[config.mk]
export PLATFORM = sky130hd
export DESIGN_NAME = grid_mem_arbiter
export DESIGN_NICKNAME = d
export VERILOG_FILES = /design/src/rtl/grid_mem_arbiter.sv
export SDC_FILE = /design/constraint.sdc
export NUM_CORES = 1
export LEC_CHECK = 0
export ABC_AREA = 1
export ABC_CLOCK_PERIOD_IN_PS = 1850
export BUFFER_PORTS_ARGS = -buffer_cell sky130_fd_sc_hd__buf_2
export CAP_MARGIN = 15
export CORE_MARGIN = 1.5
export CORE_UTILIZATION = 23
export DETAILED_ROUTE_END_ITERATION = 7
export PLACE_DENSITY = 0.51
export SLEW_MARGIN = 20
export SYNTH_ARGS = -nofsm -noshare
export SYNTH_HDL_FRONTEND = slang
export SYNTH_SLANG_ARGS = --single-unit
[constraint.sdc]
create_clock -name clk -period 1.85 [get_ports clk]
set_clock_uncertainty 0.15 [all_clocks]
set_input_delay 0.0925 -clock clk [delete_from_list [all_inputs] [get_ports clk]]
set_output_delay 0.0925 -clock clk [all_outputs]
set_load 0.05 [all_outputs]
[src/rtl/grid_mem_arbiter.sv]
// grid_mem_arbiter
//   Sole owner of one single-port 2-bit grid RAM. Shares the RAM between the
//   game FSM (highest priority, fixed latency, never stalled), a built-in
//   board-clear sweep and the display renderer (lowest priority, req/gnt).
//
// Ports
//   clk, rst_n                 clock, asynchronous active-low reset
//   clr_start                  1-cycle pulse starting a clear sweep
//   clr_busy / clr_done        sweep in progress / 1-cycle completion pulse
//   fsm_req, fsm_w_nr,
//   fsm_addr, fsm_wdata        FSM access (w_nr: 1 = write, 0 = read)
//   fsm_rdata / fsm_rvalid     FSM read data, 2 cycles after the request
//   disp_req, disp_addr        display read request (held until granted)
//   disp_gnt                   display request accepted this cycle
//   disp_rdata / disp_rvalid   display read data, 2 cycles after the grant
//   ram_addr, ram_we,
//   ram_wdata                  registered RAM command
//   ram_rdata                  RAM read data, 1 cycle after address presented

module grid_mem_arbiter #(
    parameter int unsigned GRID_SIZE = 10,
    parameter logic [1:0]  CLEAR_VAL = 2'b00
) (
    input  logic       clk,
    input  logic       rst_n,
    input  logic       clr_start,
    output logic       clr_busy,
    output logic       clr_done,
    input  logic       fsm_req,
    input  logic       fsm_w_nr,
    input  logic [7:0] fsm_addr,
    input  logic [1:0] fsm_wdata,
    output logic [1:0] fsm_rdata,
    output logic       fsm_rvalid,
    input  logic       disp_req,
    input  logic [7:0] disp_addr,
    output logic       disp_gnt,
    output logic [1:0] disp_rdata,
    output logic       disp_rvalid,
    output logic [7:0] ram_addr,
    output logic       ram_we,
    output logic [1:0] ram_wdata,
    input  logic [1:0] ram_rdata
);

    localparam logic [0:0] ST_IDLE  = 1'b0;
    localparam logic [0:0] ST_CLEAR = 1'b1;

    localparam logic [1:0] TAG_NONE = 2'd0;
    localparam logic [1:0] TAG_FSM  = 2'd1;
    localparam logic [1:0] TAG_DISP = 2'd2;

    localparam logic [3:0] LAST = 4'(GRID_SIZE - 1);

    logic [0:0] state;
    logic [3:0] clr_x;
    logic [3:0] clr_y;
    logic       clr_done_q;
    logic [1:0] tag_q1;
    logic [1:0] tag_q2;

    logic       clr_issue;
    logic       clr_last;
    logic [1:0] tag_new;

    assign clr_busy  = (state == ST_CLEAR);
    assign clr_done  = clr_done_q;
    assign disp_gnt  = disp_req & ~fsm_req & ~clr_busy;

    // The sweep only issues on cycles the FSM leaves free, so an FSM burst
    // pauses it without skipping any cell.
    assign clr_issue = clr_busy & ~fsm_req;
    assign clr_last  = clr_issue & (clr_x == LAST) & (clr_y == LAST);

    always_comb begin
        tag_new = TAG_NONE;
        if (fsm_req && !fsm_w_nr) begin
            tag_new = TAG_FSM;
        end else if (disp_gnt) begin
            tag_new = TAG_DISP;
        end
    end

    // Registered RAM command: fsm > clear > display.
    always_ff @(posedge clk or negedge rst_n) begin
        if (!rst_n) begin
            ram_addr  <= '0;
            ram_we    <= 1'b0;
            ram_wdata <= '0;
        end else if (fsm_req) begin
            ram_addr  <= fsm_addr;
            ram_we    <= fsm_w_nr;
            ram_wdata <= fsm_wdata;
        end else if (clr_issue) begin
            ram_addr  <= {clr_x, clr_y};
            ram_we    <= 1'b1;
            ram_wdata <= CLEAR_VAL;
        end else if (disp_gnt) begin
            ram_addr  <= disp_addr;
            ram_we    <= 1'b0;
            ram_wdata <= '0;
        end else begin
            ram_we    <= 1'b0;
        end
    end

    // Owner tags follow each read through the two cycles of RAM latency
    // (register stage + RAM stage) so returning data reaches the right port.
    always_ff @(posedge clk or negedge rst_n) begin
        if (!rst_n) begin
            tag_q1 <= TAG_NONE;
            tag_q2 <= TAG_NONE;
        end else begin
            tag_q1 <= tag_new;
            tag_q2 <= tag_q1;
        end
    end

    assign fsm_rvalid  = (tag_q2 == TAG_FSM);
    assign disp_rvalid = (tag_q2 == TAG_DISP);
    assign fsm_rdata   = fsm_rvalid  ? ram_rdata : '0;
    assign disp_rdata  = disp_rvalid ? ram_rdata : '0;

    // Clear sweep: y is the fast index, x the slow one.
    always_ff @(posedge clk or negedge rst_n) begin
        if (!rst_n) begin
            state      <= ST_IDLE;
            clr_x      <= '0;
            clr_y      <= '0;
            clr_done_q <= 1'b0;
        end else begin
            clr_done_q <= clr_last;
            case (state)
                ST_IDLE: begin
                    if (clr_start) begin
                        state <= ST_CLEAR;
                        clr_x <= '0;
                        clr_y <= '0;
                    end
                end
                ST_CLEAR: begin
                    if (clr_issue) begin
                        if (clr_y == LAST) begin
                            clr_y <= '0;
                            if (clr_x == LAST) begin
                                state <= ST_IDLE;
                            end else begin
                                clr_x <= clr_x + 4'd1;
                            end
                        end else begin
                            clr_y <= clr_y + 4'd1;
                        end
                    end
                end
                default: state <= ST_IDLE;
            endcase
        end
    end

endmodule

# Word level (Yosys, flattened, before mapping)
# Index checks and enable logic that the tools add are counted.
classes:
  n_reduce_logical: 5
  n_bitwise: 7
  mux: 25
  n_eq_ne: 8
  add_sub_neg: 2
op_table:
  columns: ["cell", "count"]
  rows:
  - ["$mux 4", 6]
  - ["$mux 8", 3]
  - ["$pmux 4 s2", 2]
  - ["$mux 2", 7]
  - ["$add 4x1->4 const B", 2]
  - ["$eq 4x4->1 const B", 2]
  - ["$mux 1", 6]
  - ["$and 1x1->1", 5]
  - ["$ne 2x1->1 const B", 2]
  - ["$ne 2x2->1 const B", 2]
  - ["$reduce_and 4->1", 1]
  - ["$reduce_bool 3->1", 1]
  - ["$eq 2x1->1 const B", 1]
  - ["$eq 2x2->1 const B", 1]
  - ["$not 1->1", 2]
  - ["$pmux 1 s2", 1]
  - ["$reduce_and 2->1", 1]
  - ["$logic_and 1x1->1", 1]
  - ["$logic_not 1->1", 1]
word_totals:
  inputBits: 26
  output_inout_bits: 20
  register_bits: 25

# Logic depth before layout (Yosys ltp)
# Gate-level depths: netlist of the first run.
logic_depth:
  depth_word: 6
  mapped_depth: 8
  depth_no_buf: 8

# Least setup slack after synthesis of the first run
# OpenSTA, ideal clock, no wires.
synth_timing:
  path_type: "flip-flop to output port"
  from: "reg state, in the netlist clr_busy"
  to: "out disp_gnt"
  setup_slack_ns: -0.071
  path_stages_with_launch: 4
  t_arrival_ns: 1.679
  required_ns: 1.607
  path_buffers: 0
  path_cell_list: "dfrtp_1 > nor2_4 > inv_1 > nor2_1"
synth_between:
  elab_chain_len: 2
synth_lines:
  columns: ["item", "line_no", "rtl"]
  rows:
  - ["start: declaration", "55", "logic [0:0] state;"]
  - ["start signal: assignment", "127", "state <= ST_IDLE;"]
  - ["start signal: assignment", "136", "state <= ST_CLEAR;"]
  - ["start signal: assignment", "146", "state <= ST_IDLE;"]
  - ["$not 1->1", null, null]
  - ["$and 1x1->1", "68", "assign disp_gnt = disp_req & ~fsm_req & ~clr_busy;"]
  - ["end: declaration", "37", "output logic disp_gnt,"]
# Every way passes these cells.

# Worst setup path after layout of the first run
# Same ends and word-level chain as after synthesis.

==> results by group, run 1 <==
Clocking
  – Total number of clock tree sinks: 25
  – Htree depth: 1
  – Clock slew at reported path FFs: 0.08 ns
  – Number of buffers created by CTS: 3
  – Clock tree from TritonCTS: yes
  – Maximum buffer depth of the clock tree: 2
  – Clock root buffer: sky130_fd_sc_hd__clkbuf_8
  – Source-to-sink clock delay at the later pin of the worst-skew pair: 0.27 ns
  – Cts repair resizes: 0

Setup path
  – Arrival time worst endpoint: 1.41 ns
  – Cell breakdown of the critical path: nor2_4, inv_1, nor2_2, buf_2
  – Setup slack on the worst flop-to-flop path: 0.35 ns
  – CP startpoint kind: flip-flop
  – Type of the setup path with the least slack: flip-flop to output port
  – FF-to-FF path depth: 8
  – Cell with the biggest individual delay on the critical path: sky130_fd_sc_hd__dfrtp_1
  – CP endpoint: disp_gnt
  – Buffers & Inverters on Critical Path: 2
  – Timing startpoint of the critical path: clr_busy
  – Family of cells with the greatest summed delay on the critical path: flip-flops
  – Longest individual stage delay on the worst path: 0.51 ns
  – Launch instance of the worst register-to-register path: clr_y[1]
  – Setup crit end kind: output port
  – Reg-to-reg endpoint: clr_x[2]
  – Crit Path Max Fanout: 7
  – Number of gates on the worst path with buffers counted: 4
  – Data required time at the worst endpoint: 1.61 ns

Run
  – Number of maximum-capacitance violations: 0

Logic synthesis
  – Post-synth EDFFs: 0
  – Main area contributors after synthesis: sky130_fd_sc_hd__dfrtp_1, sky130_fd_sc_hd__nand2_1, sky130_fd_sc_hd__inv_1, sky130_fd_sc_hd__nor2_1, sky130_fd_sc_hd__ha_1
  – Area share of the largest cell type after synthesis: 49.36%
  – Post-synthesis register bit count: 25
  – Share of the yosys chip area belonging to registers: 49.36%
  – Yosys synthesis warning count: 0
  – Share of synthesized flip-flops with an asynchronous set or reset: 100.0%
  – Number of instances in the synthesized netlist: 154
  – Net count after synthesis: 184
  – Most area-hungry cell type in the Yosys netlist: sky130_fd_sc_hd__dfrtp_1
  – Count of unique library cells instantiated by Yosys: 22
  – Top cells by instance count after synthesis: sky130_fd_sc_hd__nand2_1, sky130_fd_sc_hd__dfrtp_1, sky130_fd_sc_hd__inv_1, sky130_fd_sc_hd__nor2_1, sky130_fd_sc_hd__o21ai_0
  – Most common cell in the netlist: sky130_fd_sc_hd__nand2_1
  – Netlist Area Pre-Place: 1267 µm²
  – Main flop type after synthesis: sky130_fd_sc_hd__dfrtp_1
  – Average cell area after synthesis: 8.230 µm²

STA
  – Actual transition at the worst max-transition pin: 0.5586 ns
  – Maximum achievable frequency: 603.5 MHz
  – Headroom to the max-slew limit: 62.76%
  – Hold violation count in the final report: 0
  – Period utilisation layout: 89.56%
  – Final critical-path required period: 1.657 ns
  – Setup TNS Final: 0 ns
  – Number of setup violations in the final report: 0
  – Unrepaired setup endpoints after global routing: no
  – Final worst hold slack: 0.004404 ns
  – Count of final max-slew check failures: 0

Global routing
  – Initial antenna violation count: 0
  – Most heavily used metal layer in global routing: met2
  – Global Route met1 Usage: 13.09%
  – Met2 capacity usage during global routing: 18.68%
  – First-pass GRT wire length: 5.250 mm
  – Overall routing resource usage: 10.93%
  – Vias in the first global route: 1199
  – Residual overflow from global routing: 0
  – Met3 usage: 2.857%
  – Maximum number of pins on one net before global-route repair: 26

Detailed routing
  – Router iterations before antenna repair: 4
  – Post-DR vias/cell: 4.303
  – DR iter-0 viols: 43
  – Wire length reported by the detailed router: 3.131 mm
  – DRC viols: 0
  – Routed length per placed instance: 10.91 µm
  – Number of antenna-violating nets in the routed design: 0
  – Via count: 1235

Floorplanning
  – Die boundary height: 77.24 µm
  – Area of the core: 5205 µm²
  – Effective utilization at floorplan: 24.35%
  – Row count: 26
  – Die Footprint: 5965 µm²
  – DIE WIDTH: 77.24 µm
  – Ports: 46

Final layout
  – Proportion of layout cells with a drive suffix above 1: 28.11%
  – Ant diodes: 0
  – Fillers: 558
  – Footprint of the flip-flops and latches: 625.6 µm²
  – Area added between synthesis and finish: 39.49%
  – Area of the multi-input gates: 568.0 µm²
  – # nets final: 248

Outcome
  – Run status: complete, no violations

Place
  – Routability congestion estimate: 0.7690
  – DP HPWL: 2.327 mm
  – IO Port Bufs: 45

Power and ir drop
  – Total power per unit cell area: 906.4 nW/µm²
  – PnR Total Power: 1.602 mW
  – Maximum VDD drop: 286.8 µV
  – Static Leak: 0.9311 nW

Min path
  – Class of the tightest hold or removal check: input port to flip-flop
==> layout by cell type, fill, tap and decap left out, types with 5 or more instances in the layout <==
cell                            Yosys  final
sky130_fd_sc_hd__inv_1             16     16
sky130_fd_sc_hd__buf_2              1     45
sky130_fd_sc_hd__dlygate4sd3_1      0     13
sky130_fd_sc_hd__o21ai_0            8      8
sky130_fd_sc_hd__nand3_1            6      6
sky130_fd_sc_hd__nand2_1           46     46
sky130_fd_sc_hd__dfrtp_1           25     25
sky130_fd_sc_hd__nor2_1            16     15
sky130_fd_sc_hd__nand4_1            5      5
==> metrics by stage <==
step / cell area [µm²] / setup WS (ns) / utilization, % / instances
floorplan: 1270 / 0.09955 / - / 154
CTS: 1753 / 0.008664 / 33.68 / 285
global route: 1768 / 0.1068 / 33.97 / 287
finish: 1768 / 0.1930 / 33.97 / 287
global placement: 1578 / 0.3207 / 30.31 / 268
detailed placement: 1578 / 0.3093 / 30.31 / 268
==> power breakdown <==
part / switching [mW] / leakage, nW / internal (mW) / total (mW)
Combinational: 0.343 / 0.595 / 0.184 / 0.527
Clock: 0.172 / 0.0228 / 0.154 / 0.327
Sequential: 0.104 / 0.313 / 0.645 / 0.749
Total: 0.620 / 0.931 / 0.983 / 1.60
==> sequential cells by signal, summed over array words and instances, names as in the netlist <==
register / count
clr_x: 4
ram_we: 1
clr_done: 1
ram_wdata: 2
ram_addr: 8
tag_q1: 2
tag_q2: 2
clr_busy: 1
clr_y: 4
==> cell families after synthesis <==
| group | count (synthesis) | synth area share (%) |
|---|---|---|
| buffers and inverters | 20 | 6.021 |
| XOR/XNOR | 1 | 0.6911 |
| flip-flops | 25 | 49.36 |
| AND/OR/NAND/NOR | 83 | 29.62 |
| AO/OA/AOI/OAI | 21 | 10.36 |
| adder cells (fa/ha/maj) | 4 | 3.949 |
==> metal layers <==
| layer | wire length, µm | vias up |
|---|---|---|
| li1 | - | 630 |
| met1 | 1437 | 567 |
| met2 | 1489 | 34 |
| met3 | 173 | 4 |
| met4 | 30 | 0 |
| met5 | 0 | - |
==> repair_timing <==
action	in CTS	in global routing
setup buffers	0	2
endpoints found under the hold margin	36	0
hold buffers	13	0
setup endpoints to repair	0	1
==> worst min-delay path, cell delays in order <==
cell and delay (ns):
sky130_fd_sc_hd__buf_2 0.08, sky130_fd_sc_hd__nand2_1 0.04, sky130_fd_sc_hd__o211ai_1 0.07, sky130_fd_sc_hd__nand2_1 0.06, sky130_fd_sc_hd__nand2_1 0.05
==> worst min path at each step <==
stage          slack (ns)  cells past startpoint     endpoint        start
5_1_grt              0.03                      5  ram_addr[6]  fsm_addr[6]
3_5_place_dp        -0.03                      1    tag_q2[1]        rst_n
6_report            0.004                      5  ram_addr[6]  fsm_addr[6]
4_1_cts              0.01                      5  ram_addr[6]  fsm_addr[6]
2_1_floorplan       -0.35                      0     clr_busy        rst_n
3_3_place_gp        -0.03                      1    tag_q2[1]        rst_n
==> cell type report <==
type / instances / area share [%]
sequential: 25 / 35.39
multi-input combinational: 109 / 32.13
timing repair buffer: 60 / 20.95
tap: 70 / 4.954
inverter: 19 / 4.034
clock buffer: 4 / 2.548
(Power assumes the default switching activity.)
==> inputs of run 2 (changes only) <==
- ABC_AREA: 1 -> not set
==> run 2 against run 1 <==
  * Register-to-register slack worse by 0.09 ns
  * First-iteration DRC count increased by 12%
  * Clock-buffer cell count unchanged
  * Final cell count fell by 7.3%
  * Via count fell by 3.3%
  * Largest cell class unchanged
==> results by group, run 2 <==
STA
  – Headroom to the max-slew limit: 62.21%
  – Maximum achievable frequency: 620.2 MHz
  – Hold violation count in the final report: 0
  – Period utilisation layout: 87.16%
  – Final worst hold slack: 0.04372 ns
  – Number of setup violations in the final report: 0
  – Count of final max-slew check failures: 0
  – Unrepaired setup endpoints after global routing: no
  – Final critical-path required period: 1.612 ns
  – Actual transition at the worst max-transition pin: 0.5669 ns

Place
  – Post-Place Cell Area: 1622 µm²
  – IO Port Bufs: 45
  – Routability congestion estimate: 0.7369
  – DP HPWL: 2.330 mm

Min path
  – Worst min-delay path startpoint: disp_req
  – Worst min-delay path endpoint: tag_q1[1]
  – Class of the tightest hold or removal check: input port to flip-flop
  – Cell count of the worst hold path: 2

Logic synthesis
  – Most area-hungry cell type in the Yosys netlist: sky130_fd_sc_hd__dfrtp_1
  – Main flop type after synthesis: sky130_fd_sc_hd__dfrtp_1
  – Share of synthesized flip-flops with an asynchronous set or reset: 100.0%
  – Number of instances in the synthesized netlist: 136
  – Post-synthesis register bit count: 25
  – Share of the yosys chip area belonging to registers: 47.57%
  – Yosys synthesis warning count: 0
  – Top cells by instance count after synthesis: sky130_fd_sc_hd__dfrtp_1, sky130_fd_sc_hd__nor2_1, sky130_fd_sc_hd__inv_1
  – Net count after synthesis: 166
  – Average cell area after synthesis: 9.669 µm²
  – Main area contributors after synthesis: sky130_fd_sc_hd__dfrtp_1, sky130_fd_sc_hd__a22o_1, sky130_fd_sc_hd__ha_1, sky130_fd_sc_hd__a21oi_1, sky130_fd_sc_hd__nor2_1
  – Most common cell in the netlist: sky130_fd_sc_hd__dfrtp_1
  – Count of unique library cells instantiated by Yosys: 36
  – Area share of the largest cell type after synthesis: 47.57%
  – Netlist Area Pre-Place: 1315 µm²
  – Post-synth EDFFs: 0

Floorplanning
  – Die Footprint: 6180 µm²
  – Area of the core: 5507 µm²
  – Die boundary height: 78.62 µm
  – Row count: 27
  – Effective utilization at floorplan: 23.88%
  – Ports: 46
  – DIE WIDTH: 78.62 µm

Clocking
  – Cts repair resizes: 0
  – Clock root buffer: sky130_fd_sc_hd__clkbuf_8
  – Clock tree from TritonCTS: yes
  – Total number of clock tree sinks: 25
  – Number of buffers created by CTS: 3
  – Maximum buffer depth of the clock tree: 2
  – Post-CTS Setup Inserts: 0
  – Htree depth: 1
  – Source-to-sink clock delay at the later pin of the worst-skew pair: 0.26 ns
  – Clock slew at reported path FFs: 0.09 ns

Final layout
  – Register with the most flip-flops: ram_addr
  – Largest registers ranked by flip-flop count: ram_addr (8), clr_x (4), clr_y (4)
  – Ant diodes: 0
  – Most common cell after layout, fill and taps aside: sky130_fd_sc_hd__buf_2
  – # nets final: 225
  – Fillers: 584
  – Top library cells by usage in the layout, fill and taps aside: sky130_fd_sc_hd__buf_2, sky130_fd_sc_hd__dfrtp_1, sky130_fd_sc_hd__dlygate4sd3_1, sky130_fd_sc_hd__nor2_1, sky130_fd_sc_hd__inv_1
  – Proportion of layout cells with a drive suffix above 1: 28.87%
  – Number of flip-flops in the largest register: 8
  – Area added between synthesis and finish: 36.63%
  – Utilization after layout: 32.63%
  – Final design area excluding fillers: 1797 µm²

Power and ir drop
  – Total power per unit cell area: 906.3 nW/µm²
  – Static Leak: 0.8598 nW
  – Maximum VDD drop: 321.5 µV
  – PnR Total Power: 1.628 mW

Setup path
  – FF-to-FF path depth: 5
  – CP startpoint kind: flip-flop
  – Data required time at the worst endpoint: 1.61 ns
  – Reg-to-reg endpoint: clr_x[1]
  – Arrival time worst endpoint: 1.37 ns
  – Setup slack on the worst flop-to-flop path: 0.26 ns
  – Launch instance of the worst register-to-register path: clr_y[1]
  – Setup crit end kind: output port
  – Crit Path Max Fanout: 8
  – Type of the setup path with the least slack: flip-flop to output port

Global routing
  – Maximum number of pins on one net before global-route repair: 26
  – Residual overflow from global routing: 0
  – Initial antenna violation count: 0
  – Vias in the first global route: 1121
  – Overall routing resource usage: 10.73%
  – First-pass GRT wire length: 5.264 mm

Detailed routing
  – Wire length reported by the detailed router: 3.234 mm
  – Router iterations before antenna repair: 4
  – Via count: 1194
  – Post-DR vias/cell: 4.489
  – Number of antenna-violating nets in the routed design: 0
  – Routed length per placed instance: 12.16 µm
  – DR iter-0 viols: 48
  – DRC viols: 0

Outcome
  – Run status: complete, no violations

Run
  – Number of maximum-capacitance violations: 0
run 2: cell count changes after synthesis, moves of 4 or more:
| cell | delta |
|---|---|
| sky130_fd_sc_hd__nand3_1 | -4 |
| sky130_fd_sc_hd__nor2b_1 | +4 |
| sky130_fd_sc_hd__o22ai_1 | +4 |
| sky130_fd_sc_hd__a22o_1 | +6 |
| sky130_fd_sc_hd__inv_1 | -7 |
| sky130_fd_sc_hd__a21oi_1 | +6 |
| sky130_fd_sc_hd__nand2_1 | -38 |
| sky130_fd_sc_hd__nor2_1 | -6 |
| sky130_fd_sc_hd__and2_1 | +4 |
run 2: worst max-delay path: stages (launching register included):
cell                      delay (ns)
sky130_fd_sc_hd__dfrtp_1        0.47
sky130_fd_sc_hd__buf_4          0.20
sky130_fd_sc_hd__nor3b_4        0.16
sky130_fd_sc_hd__buf_2          0.28
run 2: cells by family after synthesis:
group	Yosys count	share of synthesized area [%]
compound gates	38	19.98
buf+inv	17	6.373
mux	1	0.7612
flops	25	47.57
fa+ha+maj	4	3.806
simple gates	51	21.50
run 2: routing by layer:
| metal | part of all wire (%) | wire (µm) | global-route usage [%] |
|---|---|---|---|
| met4 | 0.49 | 16 | 2.679 |
| met1 | 49 | 1586 | 14.64 |
| met2 | 45 | 1469 | 17.33 |
| met3 | 5.0 | 161 | 2.093 |
| met5 | 0 | 0 | 0 |
run 2: how the worst max path moves through the flow:
stage | start | slack (ns) | to | cells past startpoint
global route | clr_y[1] | 0.15 | clr_x[1] | 5
floorplan | tag_q2[0] | -0.03 | disp_rdata[0] | 2
CTS | clr_busy | 0.23 | disp_gnt | 3
global placement | clr_y[1] | 0.32 | clr_x[1] | 5
finish | clr_busy | 0.24 | disp_gnt | 3
detailed placement | clr_y[0] | 0.29 | clr_x[3] | 4
run 2: layout make-up:
| type | instances | area, µm² | area share, % |
|---|---|---|---|
| sequential | 25 | 625.6 | 34.82 |
| multi-input combinational | 94 | 616.8 | 34.33 |
| timing repair buffer | 62 | 385.4 | 21.45 |
| tap | 72 | 90.09 | 5.014 |
| clock buffer | 4 | 45.04 | 2.507 |
| inverter | 9 | 33.78 | 1.880 |
run 2: through the flow:
stage | TNS, ns | std cells | setup WS (ns)
floorplan | -0.1164 | 136 | -0.02909
global placement | 0 | 249 | 0.3177
detailed placement | 0 | 249 | 0.2867
CTS | 0 | 266 | 0.2295
global route | 0 | 266 | 0.1505
finish | 0 | 266 | 0.2375
run 2: timing repair:
item | in CTS | in global routing
hold buffers | 13 | 0
endpoints found under the setup margin | 0 | 0
endpoints found under the hold margin | 38 | 0
run 2: report_power, final:
group | total, mW | internal (mW) | switching [mW]
combinational | 0.587 | 0.226 | 0.361
sequential | 0.714 | 0.637 | 0.0773
clock | 0.327 | 0.154 | 0.173
total | 1.63 | 1.02 | 0.611
